## config.mk

```make
export PLATFORM = sky130hd
export DESIGN_NAME = ms_span_queue
export DESIGN_NICKNAME = d
export VERILOG_FILES = /design/src/rtl/ms_pkg.sv /design/src/rtl/ms_sq_regfile.sv /design/src/rtl/ms_span_queue.sv
export SDC_FILE = /design/constraint.sdc
export NUM_CORES = 1
export LEC_CHECK = 0
export CAP_MARGIN = 5
export CORE_ASPECT_RATIO = 0.5
export CORE_UTILIZATION = 35
export CTS_BUF_LIST = sky130_fd_sc_hd__clkbuf_8
export DETAILED_ROUTE_END_ITERATION = 12
export DONT_BUFFER_PORTS = 1
export GPL_ROUTABILITY_DRIVEN = 1
export PLACE_DENSITY = 0.63
export SLEW_MARGIN = 25
export SYNTH_ARGS = -nofsm -noshare
export SYNTH_HDL_FRONTEND = slang
export SYNTH_SLANG_ARGS = --single-unit
```

## constraint.sdc

```tcl
create_clock -name clk -period 2.5 [get_ports clk]
set_input_delay 0.25 -clock clk [delete_from_list [all_inputs] [get_ports clk]]
set_output_delay 0.25 -clock clk [all_outputs]
set_load 0.02 [all_outputs]
```

## src/rtl/ms_pkg.sv

```systemverilog
// ms_pkg: shared state encodings for the MS span queue
package ms_pkg;
    typedef enum logic [1:0] {
        MS_SQ_IDLE = 2'd0,
        MS_SQ_LOAD = 2'd1,
        MS_SQ_HOLD = 2'd2
    } ms_sq_state_e;
endpackage

```

## src/rtl/ms_sq_regfile.sv

```systemverilog
// ms_sq_regfile: DEPTH x SIZE storage, one write port, one async read port, no reset
module ms_sq_regfile #(
    parameter int SIZE  = 8,
    parameter int DEPTH = 4,
    parameter int AW    = 2
) (
    input  logic            clk,
    input  logic            we,
    input  logic [AW-1:0]   waddr,
    input  logic [SIZE-1:0] wdata,
    input  logic [AW-1:0]   raddr,
    output logic [SIZE-1:0] rdata
);
    logic [SIZE-1:0] mem [DEPTH];
    // write the addressed entry; contents are don't-care until written
    always_ff @(posedge clk) begin
        if (we) mem[waddr] <= wdata;
    end
    assign rdata = mem[raddr];
endmodule

```

## src/rtl/ms_span_queue.sv

```systemverilog
// ms_span_queue: span word queue feeding the ms_latch_h capture stage with ack handshake
module ms_span_queue
    import ms_pkg::*;
#(
    parameter int SIZE  = 8,
    parameter int DEPTH = 4,
    parameter int AW    = 2
) (
    input  logic            clk,
    input  logic            reset,
    input  logic            flush,
    input  logic            wr_valid,
    input  logic [SIZE-1:0] wr_data,
    output logic            wr_ready,
    output logic            lat_e,
    output logic [SIZE-1:0] lat_d,
    input  logic            ld_ack,
    output logic [AW:0]     count,
    output logic            empty
);
    ms_sq_state_e    state_q, state_d;
    logic [AW:0]     wr_ptr_q, wr_ptr_d, rd_ptr_q, rd_ptr_d;
    logic            lat_e_q, lat_e_d;
    logic [SIZE-1:0] lat_d_q, lat_d_d;
    logic [SIZE-1:0] rd_data;
    logic            full, push, pop;

    ms_sq_regfile #(.SIZE(SIZE), .DEPTH(DEPTH), .AW(AW)) u_rf (
        .clk   (clk),
        .we    (push),
        .waddr (wr_ptr_q[AW-1:0]),
        .wdata (wr_data),
        .raddr (rd_ptr_q[AW-1:0]),
        .rdata (rd_data)
    );

    assign count    = wr_ptr_q - rd_ptr_q;
    assign empty    = count == '0;
    assign full     = (wr_ptr_q[AW] != rd_ptr_q[AW]) && (wr_ptr_q[AW-1:0] == rd_ptr_q[AW-1:0]);
    assign wr_ready = !full;
    assign lat_e    = lat_e_q;
    assign lat_d    = lat_d_q;

    // pop decision, pointer advance and next FSM state; flush beats push and pop
    always_comb begin
        push     = wr_valid && !full && !flush;
        pop      = !flush && !empty && (state_q == MS_SQ_IDLE || (state_q == MS_SQ_HOLD && ld_ack));
        wr_ptr_d = flush ? '0 : wr_ptr_q + {{AW{1'b0}}, push};
        rd_ptr_d = flush ? '0 : rd_ptr_q + {{AW{1'b0}}, pop};
        lat_e_d  = pop;
        lat_d_d  = pop ? rd_data : lat_d_q;
        state_d  = flush                                   ? MS_SQ_IDLE :
                   pop                                     ? MS_SQ_LOAD :
                   state_q == MS_SQ_LOAD                   ? MS_SQ_HOLD :
                   (state_q == MS_SQ_HOLD && ld_ack)       ? MS_SQ_IDLE : state_q;
    end

    // state, pointers and registered latch outputs
    always_ff @(posedge clk or posedge reset) begin
        if (reset) begin
            state_q  <= MS_SQ_IDLE;
            wr_ptr_q <= '0;
            rd_ptr_q <= '0;
            lat_e_q  <= 1'b0;
            lat_d_q  <= '0;
        end else begin
            state_q  <= state_d;
            wr_ptr_q <= wr_ptr_d;
            rd_ptr_q <= rd_ptr_d;
            lat_e_q  <= lat_e_d;
            lat_d_q  <= lat_d_d;
        end
    end
endmodule
```

==> key figures <==
Power and ir drop
  • Power share of the combinational group: about a quarter
  • Sw Ratio: a little under a third
  • VDD IR-drop max: slightly below 0.3 mV
  • PwrDens: roughly 950 nW/um2
  • Net Switching: ~0.66 mW
  • Flop pwr share: 53.3%
  • Leakage power figure: between 0.8 and 0.9 nW
  • Clock power frac: about 21%
  • Internal power: 1.47 mW

Timing
  • Period utilization: roughly 93%
  • Worst-Margin Slew: around 670 ps
  • Final hold slack: ~17 ps
  • Final slew viol count: 0
  • Setup TNS Final: 0 ps
  • Final setup viols: 0
  • Final hold vios: 0
  • Clock skew: around 6.6 ps
  • Fmax: about 0.43 GHz
  • Unrepaired setup endpoints after global routing: no
  • Slew HR: 55.0%
  • Min Tclk post-route: between 2000 and 2500 ps
  • Final Worst Setup Slack: about 180 ps

Finish
  • Core Util, Final: between 40% and 50%
  • Commonest cells after routing, fill and taps aside: edfxtp_1, dfrtp_1, inv_1
  • Layout fillers: a little under 500
  • Post-layout nets: 142
  • Multi-input logic area: between 500 and 600 um2
  • Layout cells sized above 1: 26.0%
  • Area occupied by registers: roughly 1400 um2
  • Area Growth Syn to Fin: 12.3%
  • Number of diodes: 0
  • Most common cell after layout, fill and taps aside: edfxtp_1
  • Design area: 2240 um2

Detailed routing
  • Total routed wirelength: between 3000 and 4000 um
  • Post-detailed-route wirelength per cell: between 15 and 20 um
  • Residual DRC count: 0
  • Vias/cell: roughly 4.7
  • Antenna viol nets, final: 0
  • Vias: just over 900
  • Drt pass-1 iters: 4
  • DRT iter0 DRCs: 34

Die
  • Core ar.: roughly 5500 um2
  • Std-Cell Rows: 19
  • Starting Density: 36.4%
  • Die boundary width: roughly 110 um
  • Die Y-Extent: approximately 55 um
  • IO Pins: 27
  • Die Area: ~6000 um2

Logic synthesis
  • Sequential fraction of the synthesis area: between 60% and 70%
  • #FFs+latches synth: a little under 50
  • Mapped Area: between 1500 and 2000 um2
  • Syn avg cell area: approximately 19 um2
  • Top-area cell type share of the netlist area: around 48%
  • Synth area leader: edfxtp_1
  • Syn_nets: approximately 130
  • Cell count after synthesis: between 100 and 150
  • Ranking of synthesized cells by area: edfxtp_1, dfrtp_1, mux4_2, mux2_4, ha_1
  • Cell variety after synth: 23
  • Ys Warns: 0

Global route
  • Number of global-route vias before repair: between 1k and 1.5k
  • Largest net degree at the start of global routing: 18
  • GRT Overall Usage: a little under an eighth
  • GRT overflow: 0
  • First-pass GRT wire length: just over 5000 um
  • Initial antenna violation count: 0
  • Met1 Use GR: between 10% and 20%
  • GR peak layer: met2
  • Met2 Use GR: roughly a fifth
  • GRT met3 Usage: ~4.1%

CTS
  • CTS sink count: ~50
  • Root buffer cell: clkbuf_8
  • H-tree depth: 2
  • Reg clk slew, reported paths: approximately 90 ps
  • Clock Path Buffers: 2
  • Clk_lat worst skew: 290 ps
  • Total CTS buffers: 5
  • CTS tree: done

Worst setup path
  • Worst Path Arrival: approximately 2100 ps
  • Max Fanout on Critical Path: 4
  • Worst Setup Path Type: register to primary output
  • CP Capture Type: primary output
  • CP Data Required Time: ~2300 ps
  • Startpoint Class: register

Place
  • Placed inst area: around 2100 um2
  • Number of buffers added on ports: 0
  • HPWL after DPL: 2130 um
  • Pre-CTS WS: roughly 280 ps
  • Placer congestion estimate: 0.721

Hold path
  • Hold crit path type: primary input to register

Flow run
  • Max_cap viols: 0

Run status
  • Status: complete, no violations
-- critical path: stages (launching register included) --
cell and delay [ps]:
dfrtp_1 410, inv_1 90, ha_1 190, fa_1 380, xor3_1 210, buf_4 180
nor2_1 320
-- cell usage after synthesis --
master and instances:
mux2_4 8, nand2_1 1, xnor2_1 2, nor2b_1 4, edfxtp_1 32, buf_1 1
buf_6 1, nand2b_1 1, nand3_1 1, xor3_1 1, xor2_1 1, nor3_1 4
a31o_2 1, a311o_1 1, a21oi_1 1, o2111a_1 1, dfrtp_1 17, mux4_2 8
clkbuf_1 2, ha_1 6, inv_1 10, nor2_1 3, fa_1 1
-- per-layer routing --
metal  up-vias  wire, um  part of all wire (%)
met5         -         0                     0
met4         0        51                   1.6
met3         5       141                   4.4
met2        14      1600                    50
met1       477      1400                    44
li1        426         -                     -
-- metrics by stage --
step	total power, mW	cells
after floorplan	1.60	108
after global placement	1.71	185
after detailed placement	1.71	185
after CTS	2.16	195
after global routing	2.23	196
final	2.13	196
-- state kept, by name (all words and copies together) (netlist names) --
| signal | count |
|---|---|
| lat_d | 8 |
| u_rf.mem | 32 |
| state_q | 2 |
| rd_ptr_q | 3 |
| wr_ptr_q | 3 |
| lat_e | 1 |
-- area by class of cell --
class	count	share of cell area (%)
clock inverter	3	0.781
inverter	10	1.67
timing repair buffer	11	4.02
sequential	49	61.8
clock buffer	5	3.07
tap	73	4.07
multi-input combinational	45	24.6
-- path summary, 6_finish.rpt --
| path | endpoint | depth (start not counted) | slack, ps | start |
|---|---|---|---|---|
| max | empty | 6 | 180 | wr_ptr_q[0]$_DFF_PP0_ |
| min | rd_ptr_q[2]$_DFF_PP0_ | 1 | 20 | flush |
| max reg2reg | rd_ptr_q[1]$_DFF_PP0_ | 8 | 280 | wr_ptr_q[0]$_DFF_PP0_ |
| min reg2reg | state_q[0]$_DFFE_PP0P_ | 1 | 520 | state_q[1]$_DFFE_PP0P_ |
| max in group asynchronous | lat_d[5]$_DFFE_PP0N_ | 2 | 1570 | reset |
| min in group asynchronous | lat_d[2]$_DFFE_PP0N_ | 2 | 490 | reset |
-- cells by family (layout without fill, tap and decap cells) --
| logic type | after synthesis | in the layout | synth area share (%) |
|---|---|---|---|
| adders and majority gates | 7 | 7 | 4.76 |
| DFF | 49 | 49 | 69.4 |
| buffers and inverters | 14 | 29 | 3.01 |
| AOI/OAI and AO/OA | 4 | 4 | 1.75 |
| and+or+nand+nor | 14 | 14 | 3.57 |
| xor gates and xnor gates | 4 | 4 | 2.50 |
| muxes | 16 | 16 | 15.0 |
-- power groups by stage --
stage / sequential, mW / clock [mW] / combinational [mW]
2_1_floorplan: 1.13 / 0 / 0.469
3_3_place_gp: 1.15 / 0 / 0.555
3_5_place_dp: 1.15 / 0 / 0.560
4_1_cts: 1.14 / 0.458 / 0.565
5_1_grt: 1.14 / 0.485 / 0.605
6_report: 1.13 / 0.441 / 0.555
-- what timing repair did --
item,in CTS,in global routing
gates resized for setup,0,0
endpoints found under the setup margin,0,0
hold buffers,2,1
endpoints found under the hold margin,22,1
setup buffers,0,0
Note: power is estimated with default switching activity, not from simulation.
